File: src/rtl/pipeline_mem_stage_if.sv
// Data-memory request/acknowledge bus between the MEM stage (master) and the memory (slave).
interface pipeline_mem_stage_if #(
    parameter int ADDR_W = 32,
    parameter int DATA_W = 32
);
    logic              dmemReq;
    logic              dmemWe;
    logic [ADDR_W-1:0] dmemAddr;
    logic [3:0]        dmemByteEn;
    logic [DATA_W-1:0] dmemWdata;
    logic [DATA_W-1:0] dmemRdata;
    logic              dmemAck;

    modport master (
        output dmemReq, dmemWe, dmemAddr, dmemByteEn, dmemWdata,
        input  dmemRdata, dmemAck
    );

    modport slave (
        input  dmemReq, dmemWe, dmemAddr, dmemByteEn, dmemWdata,
        output dmemRdata, dmemAck
    );
endinterface

File: src/rtl/pipeline_mem_stage.sv
// DLX MEM stage: big-endian byte-lane steering, req/ack data-memory access,
// load extension and the MEM/WB pipeline register.
module pipeline_mem_stage #(
    parameter int ADDR_W = 32,
    parameter int DATA_W = 32
) (
    input  logic                 clk,
    input  logic                 rst,
    input  logic                 memHold,
    input  logic                 memKill,
    input  logic [DATA_W-1:0]    pc8In,
    input  logic [DATA_W-1:0]    aluOutIn,
    input  logic [4:0]           RwIn,
    input  logic [DATA_W-1:0]    busBIn,
    input  logic                 memWrIn,
    input  logic                 dExtOpIn,
    input  logic [1:0]           dSizeOpIn,
    input  logic                 jalIn,
    input  logic                 mem2regIn,
    input  logic                 regWrIn,
    pipeline_mem_stage_if.master dmem,
    output logic                 memStall,
    output logic [DATA_W-1:0]    wbData,
    output logic [4:0]           RwOut,
    output logic                 regWrOut,
    output logic                 misalignOut
);
    localparam logic [1:0] IDLE = 2'd0;
    localparam logic [1:0] REQ  = 2'd1;
    localparam logic [1:0] DONE = 2'd2;

    logic [1:0]        state_q, state_d;
    logic              killPend_q, killPend_d;
    logic [ADDR_W-1:0] addr_q;
    logic [3:0]        be_q, be_d;
    logic [DATA_W-1:0] wdata_q, wdata_d;
    logic              we_q;
    logic [1:0]        off_q;
    logic              isByte_q, isHalf_q, ext_q, load_q, regWr_q;
    logic [4:0]        rw_q;
    logic [DATA_W-1:0] aluOut_q, rdata_q;
    logic [DATA_W-1:0] wbData_q, wbData_d;
    logic [4:0]        rwOut_q, rwOut_d;
    logic              regWrOut_q, regWrOut_d;
    logic              misalign_q, misalign_d;

    logic [1:0]        off;
    logic              isByte, isHalf, isWord, isMemOp, misalign, startAccess;
    logic [7:0]        lane8;
    logic [15:0]       lane16;
    logic [DATA_W-1:0] loadData;

    assign off         = aluOutIn[1:0];
    assign isByte      = (dSizeOpIn == 2'b10);
    assign isHalf      = (dSizeOpIn == 2'b01);
    assign isWord      = !isByte && !isHalf;
    assign isMemOp     = memWrIn | mem2regIn;
    assign misalign    = isMemOp && ((isWord && off != 2'b00) || (isHalf && off[0]));
    assign startAccess = rst && (state_q == IDLE) && isMemOp && !misalign;

    assign memStall        = rst && (startAccess || state_q == REQ);
    assign dmem.dmemReq    = rst && (state_q == REQ);
    assign dmem.dmemWe     = we_q;
    assign dmem.dmemAddr   = addr_q;
    assign dmem.dmemByteEn = be_q;
    assign dmem.dmemWdata  = wdata_q;

    assign wbData      = wbData_q;
    assign RwOut       = rwOut_q;
    assign regWrOut    = regWrOut_q;
    assign misalignOut = misalign_q;

    // Lane 0 is the most significant byte (big-endian).
    always_comb begin
        be_d    = 4'b1111;
        wdata_d = busBIn;
        if (isByte) begin
            be_d    = 4'b1000 >> off;
            wdata_d = {4{busBIn[7:0]}};
        end else if (isHalf) begin
            be_d    = off[1] ? 4'b0011 : 4'b1100;
            wdata_d = {2{busBIn[15:0]}};
        end
    end

    always_comb begin
        lane16 = off_q[1] ? rdata_q[15:0] : rdata_q[31:16];
        case (off_q)
            2'd0:    lane8 = rdata_q[31:24];
            2'd1:    lane8 = rdata_q[23:16];
            2'd2:    lane8 = rdata_q[15:8];
            default: lane8 = rdata_q[7:0];
        endcase
        if (isByte_q)
            loadData = {{24{ext_q & lane8[7]}}, lane8};
        else if (isHalf_q)
            loadData = {{16{ext_q & lane16[15]}}, lane16};
        else
            loadData = rdata_q;
    end

    always_comb begin
        state_d = state_q;
        case (state_q)
            IDLE:    if (startAccess) state_d = REQ;
            REQ:     if (dmem.dmemAck) state_d = DONE;
            DONE:    if (!memHold) state_d = IDLE;
            default: state_d = IDLE;
        endcase
    end

    // A kill seen mid-access cannot cancel the bus cycle, so remember it for DONE.
    always_comb begin
        killPend_d = killPend_q | (state_q == REQ && memKill);
        if (state_q == DONE && !memHold)
            killPend_d = 1'b0;
    end

    always_comb begin
        wbData_d   = wbData_q;
        rwOut_d    = rwOut_q;
        regWrOut_d = regWrOut_q;
        misalign_d = misalign_q;
        if (memKill || (state_q == DONE && killPend_q)) begin
            wbData_d   = '0;
            rwOut_d    = '0;
            regWrOut_d = 1'b0;
            misalign_d = 1'b0;
        end else if (!(memHold || memStall)) begin
            if (state_q == DONE) begin
                wbData_d   = load_q ? loadData : aluOut_q;
                rwOut_d    = rw_q;
                regWrOut_d = regWr_q;
                misalign_d = 1'b0;
            end else begin
                wbData_d   = jalIn ? pc8In : aluOutIn;
                rwOut_d    = RwIn;
                regWrOut_d = regWrIn && !misalign;
                misalign_d = misalign;
            end
        end
    end

    // Everything DONE needs is captured at access start, so upstream may move on.
    always_ff @(posedge clk) begin
        if (!rst) begin
            state_q    <= IDLE;
            killPend_q <= 1'b0;
            addr_q     <= '0;
            be_q       <= '0;
            wdata_q    <= '0;
            we_q       <= 1'b0;
            off_q      <= '0;
            isByte_q   <= 1'b0;
            isHalf_q   <= 1'b0;
            ext_q      <= 1'b0;
            load_q     <= 1'b0;
            regWr_q    <= 1'b0;
            rw_q       <= '0;
            aluOut_q   <= '0;
            rdata_q    <= '0;
        end else begin
            state_q    <= state_d;
            killPend_q <= killPend_d;
            if (startAccess) begin
                addr_q   <= {aluOutIn[ADDR_W-1:2], 2'b00};
                be_q     <= be_d;
                wdata_q  <= wdata_d;
                we_q     <= memWrIn;
                off_q    <= off;
                isByte_q <= isByte;
                isHalf_q <= isHalf;
                ext_q    <= dExtOpIn;
                load_q   <= mem2regIn && !memWrIn;
                regWr_q  <= regWrIn;
                rw_q     <= RwIn;
                aluOut_q <= aluOutIn;
            end
            if (state_q == REQ && dmem.dmemAck)
                rdata_q <= dmem.dmemRdata;
        end
    end

    always_ff @(posedge clk) begin
        if (!rst) begin
            wbData_q   <= '0;
            rwOut_q    <= '0;
            regWrOut_q <= 1'b0;
            misalign_q <= 1'b0;
        end else begin
            wbData_q   <= wbData_d;
            rwOut_q    <= rwOut_d;
            regWrOut_q <= regWrOut_d;
            misalign_q <= misalign_d;
        end
    end
endmodule

File: src/flat_wrapper.sv
// flat-port wrapper written by rule: the top's interface ports become plain ports
module pipeline_mem_stage_flat 
#(
    parameter int ADDR_W = 32,
    parameter int DATA_W = 32
)
  (clk, rst, memHold, memKill, pc8In, aluOutIn, RwIn, busBIn, memWrIn, dExtOpIn, dSizeOpIn, jalIn, mem2regIn, regWrIn, memStall, wbData, RwOut, regWrOut, misalignOut, dmem_dmemReq, dmem_dmemWe, dmem_dmemAddr, dmem_dmemByteEn, dmem_dmemWdata, dmem_dmemRdata, dmem_dmemAck);
  pipeline_mem_stage_if #(.ADDR_W(ADDR_W), .DATA_W(DATA_W)) dmem_i ();
  input  logic clk;
  input  logic rst;
  input  logic memHold;
  input  logic memKill;
  input  logic [DATA_W-1:0] pc8In;
  input  logic [DATA_W-1:0] aluOutIn;
  input  logic [4:0] RwIn;
  input  logic [DATA_W-1:0] busBIn;
  input  logic memWrIn;
  input  logic dExtOpIn;
  input  logic [1:0] dSizeOpIn;
  input  logic jalIn;
  input  logic mem2regIn;
  input  logic regWrIn;
  output logic memStall;
  output logic [DATA_W-1:0] wbData;
  output logic [4:0] RwOut;
  output logic regWrOut;
  output logic misalignOut;
  output wire logic [$bits(dmem_i.dmemReq)-1:0] dmem_dmemReq;
  output wire logic [$bits(dmem_i.dmemWe)-1:0] dmem_dmemWe;
  output wire logic [$bits(dmem_i.dmemAddr)-1:0] dmem_dmemAddr;
  output wire logic [$bits(dmem_i.dmemByteEn)-1:0] dmem_dmemByteEn;
  output wire logic [$bits(dmem_i.dmemWdata)-1:0] dmem_dmemWdata;
  input wire logic [$bits(dmem_i.dmemRdata)-1:0] dmem_dmemRdata;
  input wire logic [$bits(dmem_i.dmemAck)-1:0] dmem_dmemAck;
  assign dmem_dmemReq = dmem_i.dmemReq;
  assign dmem_dmemWe = dmem_i.dmemWe;
  assign dmem_dmemAddr = dmem_i.dmemAddr;
  assign dmem_dmemByteEn = dmem_i.dmemByteEn;
  assign dmem_dmemWdata = dmem_i.dmemWdata;
  assign dmem_i.dmemRdata = dmem_dmemRdata;
  assign dmem_i.dmemAck = dmem_dmemAck;
  pipeline_mem_stage #(.ADDR_W(ADDR_W), .DATA_W(DATA_W)) u_core (.clk(clk), .rst(rst), .memHold(memHold), .memKill(memKill), .pc8In(pc8In), .aluOutIn(aluOutIn), .RwIn(RwIn), .busBIn(busBIn), .memWrIn(memWrIn), .dExtOpIn(dExtOpIn), .dSizeOpIn(dSizeOpIn), .jalIn(jalIn), .mem2regIn(mem2regIn), .regWrIn(regWrIn), .dmem(dmem_i), .memStall(memStall), .wbData(wbData), .RwOut(RwOut), .regWrOut(regWrOut), .misalignOut(misalignOut));
endmodule
File: config.mk
export PLATFORM = sky130hd
export DESIGN_NAME = pipeline_mem_stage_flat
export DESIGN_NICKNAME = d
export VERILOG_FILES = /design/src/rtl/pipeline_mem_stage_if.sv /design/src/rtl/pipeline_mem_stage.sv /design/src/flat_wrapper.sv
export SDC_FILE = /design/constraint.sdc
export NUM_CORES = 1
export LEC_CHECK = 0
export ABC_AREA = 1
export CELL_PAD_IN_SITES_DETAIL_PLACEMENT = 0
export CELL_PAD_IN_SITES_GLOBAL_PLACEMENT = 1
export CORE_MARGIN = 2
export CORE_UTILIZATION = 34
export CTS_CLUSTER_DIAMETER = 80
export CTS_CLUSTER_SIZE = 28
export DETAILED_ROUTE_END_ITERATION = 10
export PLACE_DENSITY_LB_ADDON = 0.25
export SLEW_MARGIN = 10
export SYNTH_ARGS = -nofsm -noshare
export SYNTH_HDL_FRONTEND = slang
export SYNTH_SLANG_ARGS = --single-unit
File: constraint.sdc
create_clock -name clk -period 3 [get_ports clk]
set_clock_uncertainty 0.05 [all_clocks]
set_input_delay 0.6 -clock clk [delete_from_list [all_inputs] [get_ports clk]]
set_output_delay 0.6 -clock clk [all_outputs]
set_load 0.02 [all_outputs]
# ---- Yosys cells after proc, flatten, opt, wreduce, memory -nomap -nowiden
# Index checks and enable logic that the tools add are counted.
dict set report totals {
  regBits 185
  inputBits 145
  out_inout_bits 110
  wordCells 83
}
dict set report op_classes {
  eq_ne 9
  shifts 1
  muxes 19
  bitwise_logic 5
  reduce_logical 30
}
# op n
set op_table {}
lappend op_table {{two-way mux 32 bit} 7}
lappend op_table {{case mux 8 bit (3 select lines)} 1}
lappend op_table {{two-way mux 16 bit} 1}
lappend op_table {{logical AND 1 bit} 15}
lappend op_table {{two-way mux 4 bit} 3}
lappend op_table {{equality test 2 x 1 -> 1 bit (second input constant)} 3}
lappend op_table {{equality test 2 bit (second input constant)} 3}
lappend op_table {{two-way mux 2 bit} 3}
lappend op_table {{case mux 2 bit (3 select lines)} 1}
lappend op_table {{logical NOT 1 bit} 5}
lappend op_table {{two-way mux 5 bit} 1}
lappend op_table {{logical NOT 2 bit} 2}
lappend op_table {{logical OR 1 bit} 4}
lappend op_table {{inequality test 2 bit (second input constant)} 2}
lappend op_table {{OR reduction 2 bit} 2}
lappend op_table {{right shift 4 x 2 -> 4 bit (first input constant)} 1}
lappend op_table {{AND reduction 3 bit} 1}
lappend op_table {{bitwise AND 1 bit} 2}
lappend op_table {{two-way mux 1 bit} 2}
lappend op_table {{inequality test 2 x 1 -> 1 bit (second input constant)} 1}
lappend op_table {{OR 1 bit} 2}
lappend op_table {{nonzero test 2 bit} 1}
lappend op_table {{NOT 1 bit} 1}

# ---- Depth between registers and ports, before layout
# Gate-level depths: netlist of the first run.
dict set report depth {
  word_depth 11
  ltp_mapped 11
  ltp_nobuf 10
}

# ---- Least setup slack after synthesis of the first run
# No wires, ideal clock.
dict set report synth_timing {
  kind {input to output}
  from {input port dSizeOpIn[0]}
  to {output port memStall}
  arrival_time_ns 1.389
  required_ns 2.350
  setup_slack_ns 0.961
  cell_stages 5
  path_buffers 0
  cell_sequence {inv_1 ha_1 o21ai_2 nand2_4 nand2_1}
}
dict set report synth_via {
  elab_chain_cells 10
  elab_cells_between_ends 13
  classes_between {eq/ne (2); reduce/logical (11)}
}
# item line
set synth_lines {}
lappend synth_lines {{from (decl)} flat_wrapper.sv:19} ;# input logic [1:0] dSizeOpIn;
lappend synth_lines {{equality test 2 bit or equality test 2 x 1 -> 1 bit (tied branches)} {pipeline_mem_stage.sv:54, pipeline_mem_stage.sv:55}}
lappend synth_lines {{logical NOT 1 bit} pipeline_mem_stage.sv:56} ;# assign isWord = !isByte && !isHalf;
lappend synth_lines {{logical AND 1 bit} pipeline_mem_stage.sv:56}
lappend synth_lines {{logical AND 1 bit} pipeline_mem_stage.sv:58} ;# assign misalign = isMemOp && ((isWord && off != 2'b00) || (isHalf && off[0]));
lappend synth_lines {{logical OR 1 bit (*)} pipeline_mem_stage.sv:58}
lappend synth_lines {{logical AND 1 bit (*)} pipeline_mem_stage.sv:58}
lappend synth_lines {{logical NOT 1 bit (*)} pipeline_mem_stage.sv:59} ;# assign startAccess = rst && (state_q == IDLE) && isMemOp && !misalign;
lappend synth_lines {{logical AND 1 bit (*)} pipeline_mem_stage.sv:59}
lappend synth_lines {{logical OR 1 bit (*)} pipeline_mem_stage.sv:61} ;# assign memStall = rst && (startAccess || state_q == REQ);
lappend synth_lines {{logical AND 1 bit (*)} pipeline_mem_stage.sv:61}
lappend synth_lines {{to (decl)} flat_wrapper.sv:23} ;# output logic memStall;
# Mark *: on every way between the ends. The rest lies on a longest branch, timed or not.

# ---- Worst setup path in the final report of the first run
# Same ends and word-level chain as after synthesis.

==> results.sh, run 1 <==
export IMPL_cts_sink_count=153
export IMPL_power_ir_vdd_worst_v=0.000321
export IMPL_relSlewSlack_pct=42.2
export IMPL_synth_mux_area_fraction_pct=0
export IMPL_cts_hold_buf=0
export IMPL_placement_io_buffers=252
export IMPL_dieHeight_um=157
export IMPL_die_width_um=157
export IMPL_core_rowCount=55
export IMPL_synth_adder_area_share_pct=0.474
export IMPL_vias_in_the_first_global_route=7994
export IMPL_synth_compound_area_share_pct=20.2
export IMPL_post_layout_util_pct=48.9
export IMPL_grt_pass1_wl_um=43600
export IMPL_netlist_cell_type_count=32
export IMPL_placedCellCount=1717
export IMPL_worst_endpoint_required_ns=2.35
export IMPL_postSynth_asyncResetShare_pct=0
export IMPL_min_period_over_period_pct=93.9
export IMPL_total_overflow_reported_by_the_global_router=0
export IMPL_post_synth_main_area_contributors="dfxtp_1 39%, nand2_1 15%, nor2_1 9.2%, a21oi_1 8.2%, o21ai_0 7.8%"
export IMPL_numCtsBuffers=17
export IMPL_synth_area_leader_cell="dfxtp_1"
export IMPL_setup_worst_path_class="input port to output port"
export IMPL_vias_per_cell=4.79
export IMPL_antenna_left=0
export IMPL_drc=0
export IMPL_antenna_cells=0
export IMPL_reg2regPathDepth=7
export IMPL_status="completed"
export IMPL_syn_instance_count=1234
export IMPL_critical_path_endpoint_type="output port"
export IMPL_die_area_mm2=0.0245
export IMPL_area_overhead_of_the_layout_relative_to_synthesis_pct=40.7
export IMPL_clkLatencyLatePin_ns=0.42
export IMPL_grt_antenna_before_repair=1
export IMPL_floorplan_io_pins=255
export IMPL_path_max_fanout=3
export IMPL_synth_top_family_by_area="simple AND/OR/NAND/NOR gates"
export IMPL_critPathLaunch="dSizeOpIn[0]"
export IMPL_dr_first_iter_drc_count=568
export IMPL_hold_class="flop to flop"
export IMPL_worst_slack_ns=0.182
export IMPL_detailedPlace_worstSlack_ns=-0.0850
export IMPL_worst_ep_arrival_time_ns=2.17
export IMPL_post_synth_xor_area_fraction_pct=0
export IMPL_crit_reg2reg_capture="u_core.wbData[6]"
export IMPL_synth_simple_gate_area_share_pct=29.2
export IMPL_layout_cells_non_filler=1749
export IMPL_worstReg2RegStart="u_core.aluOut_q[1]"
export IMPL_finish_net_count=1571
export IMPL_synth_edff_count=0
export IMPL_drv_max_cap_violation_count=0
export IMPL_clock_path_buffers=2
export IMPL_drt_first_pass_iters=5
export IMPL_drive_above_1_share_pct=5.99
export IMPL_ys_seq_area_share_pct=38.7
export IMPL_core_area_mm2=0.0228
export IMPL_yosys_area_top_type_share_pct=38.7
export IMPL_synth_seq_cells=153
export IMPL_fin_crit_ns=2.82
export IMPL_hold_viol_final=0
export IMPL_grt_max_degree=74
export IMPL_place_congestion=0.853
export IMPL_tightest_slew_ns=0.865
export IMPL_power_static_leakage_uw=0.00439
export IMPL_cellPowerDensity_mw_per_mm2=523
export IMPL_setup_repair_after_global_routing_missed_its_margin="no"
export IMPL_routed_wirelength_um=27800
export IMPL_syn_area_per_cell_um2=6.42
export IMPL_start_kind="input port"
export IMPL_synthesis_area_mm2=0.00792
export IMPL_groute_usage_overall_pct=22.7
export IMPL_reg_clk_slew_reported_paths_ns=0.07
export IMPL_synth_top_flop_cell="dfxtp_1"
export IMPL_post_drt_wl_per_cell_um=15.9
export IMPL_end_of_the_critical_path="memStall"
export IMPL_ys_warn_count=0
export IMPL_timing_reg2reg_setup_slack_ns=0.71
export IMPL_timing_final_max_slew_violations=0
export IMPL_initial_core_util_pct=34.8
export IMPL_minimum_hold_slack_ns=0.398
export IMPL_fmax_mhz=355
export IMPL_vias=8373
export IMPL_tritoncts="built"
export IMPL_dp_hpwl_um=20300
export IMPL_endpoints_failing_setup=0
export IMPL_h_tree_depth=4
export IMPL_cts_root_buffer="clkbuf_16"
cell usage in the layout, fill, tap and decap left out, drive strengths merged:
| cell type | count |
|---|---|
| nand2 | 318 |
| clkdlybuf4s50 | 250 |
| nor2 | 199 |
| dfxtp | 153 |
| o21ai | 135 |
| a21oi | 130 |
| inv | 77 |
| nand3 | 61 |
| buf | 36 |
| a31oi | 26 |
| clkbuf | 18 |
| clkinv | 8 |
| o211ai | 7 |
| a211oi | 3 |
| ha | 3 |
| nor3 | 2 |
| conb | 2 |
| bufinv | 2 |
| nand3b | 1 |
| o22ai | 1 |
| o221a | 1 |
| or2 | 1 |
| o21a | 1 |
| dlygate4sd2 | 1 |
through the flow:
step	power, uW	cell area, um^2	setup TNS (ns)
2_1_floorplan	3060	7920	0
3_3_place_gp	3660	10500	-0.0564
4_1_cts	5880	11100	0
6_report	5820	11100	0
3_5_place_dp	3660	10500	-0.0850
5_1_grt	6110	11100	0
worst min-delay path by stage:
stage	cells after the start	endpoint	startpoint	slack [ns]
after floorplan	2	u_core.rw_q[0]	u_core.rw_q[0]	0.37
after global placement	2	u_core.rw_q[4]	u_core.rw_q[4]	0.38
after detailed placement	2	u_core.rw_q[4]	u_core.rw_q[4]	0.39
after CTS	2	u_core.rw_q[4]	u_core.rw_q[4]	0.40
after global routing	2	u_core.rw_q[4]	u_core.rw_q[4]	0.41
final	2	u_core.rw_q[4]	u_core.rw_q[4]	0.40
metal layers:
metal,wire (um),up-vias,track usage (%)
li1,-,4326,-
met2,12100,259,35.6
met1,13400,3762,31.3
met3,1950,24,5.57
met4,301,2,5.68
met5,13,-,0
cell usage after synthesis, types with 2 or more instances:
master and n:
nand2_1 317, nor2_1 195, dfxtp_1 153, a21oi_1 129
o21ai_0 123, inv_1 66, nand3_1 59, clkbuf_1 44
buf_4 37, buf_2 33, a31oi_1 26, o21ai_1 11
o211ai_1 7, inv_2 5, a211oi_1 3, buf_1 3
ha_1 3, nor2_2 3, clkinv_1 2, nand3_2 2
nor3_1 2
report_power, final:
group / switching [uW] / leakage [uW] / internal, uW
registers: 117 / 0.00125 / 2180
clock network: 938 / 0.000300 / 1270
logic: 718 / 0.00284 / 605
total: 1770 / 0.00439 / 4050
worst max-delay path, stage by stage:
cell             delay, ns
clkdlybuf4s50_1       0.52
inv_1                 0.06
ha_1                  0.30
o21ai_2               0.19
nand2_4               0.06
nand2_1               0.09
dlygate4sd2_1         0.34
registers in the layout, indices dropped and copies added (netlist names), 2 cells and up:
register / cells
u_core.RwOut: 5
u_core.aluOut_q: 32
u_core.dmem.dmemByteEn: 4
u_core.dmem.dmemWdata: 32
u_core.rdata_q: 32
u_core.rw_q: 5
u_core.state_q: 2
u_core.wbData: 32
cells by family (layout without fill, tap and decap cells):
kind of cell    after synthesis  after routing
simple gates                582            582
compound gates              304            304
buf+inv                     191            392
flops                       153            153
fa+ha+maj                     3              3
other cells                   1              2
area by class of cell:
cell class / instances / area [um^2]
multi-input cells: 891 / 3960
inverters: 73 / 275
flip-flops and latches: 153 / 3060
well taps: 313 / 392
fillers: 2388 / 11600
clock inverters: 14 / 159
repair buffers: 287 / 2850
clock buffers: 18 / 439
repair_timing:
| action | CTS | global route |
|---|---|---|
| endpoints found under the setup margin | 1 | 0 |
| gates resized for setup | 1 | 0 |
| buffers inserted | 0 | 0 |
Power figures use the tool's default switching activity.
==> inputs of run 2 (changes only) <==
Settings changed: CORE_UTILIZATION 34 to 47, DONT_BUFFER_PORTS set to 1.
==> run 2 against run 1 <==
Critical path type is now flop to output port. First-iteration DRC count rose by 6.9%. Final cell count fell by 21%. Global-route usage rose by 4.0 points. Sequential share of layout area rose by 9.3 points. Clock power rose by 4%. Setup slack improved by 0.42 ns. Core utilization rose by 1.5 points. Largest cell class unchanged. Non-clock buffer count fell by 273.
==> results.sh, run 2 (synthesis gave the netlist of run 1 again) <==
export IMPL_min_period_over_period_pct=80.1
export IMPL_floorplan_io_pins=255
export IMPL_setup_repair_after_global_routing_missed_its_margin="no"
export IMPL_hold_viol_final=0
export IMPL_die_area_mm2=0.0179
export IMPL_drv_max_cap_violation_count=0
export IMPL_grt_pass1_wl_um=38000
export IMPL_hold_class="input port to flop"
export IMPL_total_switching_power_uw=1630
export IMPL_dp_hpwl_um=16900
export IMPL_routed_wirelength_um=24300
export IMPL_core_area_mm2=0.0165
export IMPL_relSlewSlack_pct=40.1
export IMPL_dieHeight_um=134
export IMPL_h_tree_depth=4
export IMPL_drt_first_pass_iters=5
export IMPL_crit_reg2reg_capture="u_core.wbData[11]"
export IMPL_core_rowCount=47
export IMPL_drc=0
export IMPL_area_overhead_of_the_layout_relative_to_synthesis_pct=5.23
export IMPL_grt_max_degree=99
export IMPL_endpoints_failing_setup=0
export IMPL_finish_net_count=1298
export IMPL_postCtsResizedCells=0
export IMPL_post_layout_util_pct=50.4
export IMPL_worst_endpoint_required_ns=2.35
export IMPL_cellPowerDensity_mw_per_mm2=651
export IMPL_timing_final_max_slew_violations=0
export IMPL_seqPwrFrac_pct=45.1
export IMPL_worstReg2RegStart="u_core.aluOut_q[1]"
export IMPL_tritoncts="built"
export IMPL_clock_path_buffers=2
export IMPL_global_route_track_usage_on_met3_pct=7.71
export IMPL_clkLatencyLatePin_ns=0.43
export IMPL_groute_usage_overall_pct=26.7
export IMPL_antenna_cells=0
export IMPL_power_ir_vdd_worst_v=0.000419
export IMPL_groute_layer_met2_usage_pct=39.4
export IMPL_setup_worst_path_class="flop to output port"
export IMPL_status="completed"
export IMPL_antenna_left=0
export IMPL_sw_share_pct=30.1
export IMPL_power_share_clock_pct=42.4
export IMPL_cell_internal_pwr_uw=3800
export IMPL_postCtsSetupRepairBufs=0
export IMPL_critPathLaunch="u_core.state_q[0]"
export IMPL_fmax_mhz=416
export IMPL_finalSetupTns_ns=0
export IMPL_vias_per_cell=5.41
export IMPL_timing_reg2reg_setup_slack_ns=0.78
export IMPL_final_common_cell="nand2_1"
export IMPL_fin_crit_ns=2.40
export IMPL_numCtsBuffers=17
export IMPL_vias_in_the_first_global_route=6767
export IMPL_cts_root_buffer="clkbuf_16"
export IMPL_cts_hold_buf=0
export IMPL_initial_core_util_pct=47.9
export IMPL_critical_path_endpoint_type="output port"
export IMPL_vias=7481
export IMPL_place_congestion=0.850
export IMPL_cts_sink_count=153
export IMPL_reg_clk_slew_reported_paths_ns=0.07
export IMPL_grt_most_used_layer="met2"
export IMPL_grt_util_met1_pct=38.3
export IMPL_p_comb_share_pct=12.4
export IMPL_post_drt_wl_per_cell_um=17.6
export IMPL_power_static_leakage_uw=0.00333
export IMPL_reg2regPathDepth=7
export IMPL_hp_start="memWrIn"
export IMPL_total_overflow_reported_by_the_global_router=0
export IMPL_end_of_the_critical_path="memStall"
export IMPL_worst_ep_arrival_time_ns=1.75
export IMPL_dr_first_iter_drc_count=607
export IMPL_grt_antenna_before_repair=0
export IMPL_die_width_um=134
export IMPL_path_max_fanout=17
export IMPL_final_fill_count=1747
export IMPL_final_cell_mix="317 x nand2_1, 195 x nor2_1, 152 x dfxtp_1"
export IMPL_drive_above_1_share_pct=5.50
export IMPL_placement_io_buffers=0
export IMPL_tightest_slew_ns=0.899
export IMPL_start_kind="flop"
==> run 2: power groups by stage <==
| stage | Sequential (uW) | Combinational, uW | Clock, uW |
|---|---|---|---|
| floorplan | 2380 | 682 | 0 |
| global placement | 2490 | 666 | 0 |
| detailed placement | 2490 | 674 | 0 |
| CTS | 2450 | 677 | 2320 |
| global route | 2470 | 782 | 2410 |
| finish | 2450 | 675 | 2300 |
==> run 2: critical path, cell delays in order, from the launching register on <==
cell and delay [ns]:
dfxtp_1 0.39, inv_2 0.08, nor2_4 0.29, nand2_1 0.24, nand2_1 0.31
==> run 2: worst min-delay path by stage <==
stage                           endpoint  slack (ns)  depth (start not counted)
after floorplan           u_core.rw_q[0]        0.37                          2
after global placement    u_core.rw_q[4]        0.39                          2
after detailed placement  u_core.rw_q[4]        0.39                          2
after CTS                  u_core.load_q        0.20                          1
after global routing       u_core.load_q        0.21                          1
final                      u_core.load_q        0.21                          1
==> run 2: stage by stage <==
stage / hold WS [ns] / instances / setup slack [ns] / area [um^2] / total power, uW
final: 0.214 / 1383 / 0.598 / 8330 / 5430
after global routing: 0.215 / 1383 / 0.470 / 8330 / 5660
after CTS: 0.204 / 1383 / 0.575 / 8330 / 5450
after detailed placement: 0.387 / 1351 / 0.679 / 7700 / 3170
after global placement: 0.386 / 1351 / 0.715 / 7700 / 3160
after floorplan: 0.375 / 1235 / 0.961 / 7920 / 3060
==> run 2: layout make-up <==
type                    count  area [um^2]  share of cell area (%)
well taps                 220          275                    3.30
flip-flops and latches    153         3060                    36.8
clock buffers              20          467                    5.60
repair buffers             14          130                    1.56
inverters                  73          274                    3.29
multi-input cells         891         3960                    47.5
clock inverters            12          163                    1.95
==> run 2: metal layers <==
layer	up-vias	part of all wire, %
met5	-	0
met4	0	1.6
met3	28	7.6
met2	264	43
met1	3393	48
li1	3796	-
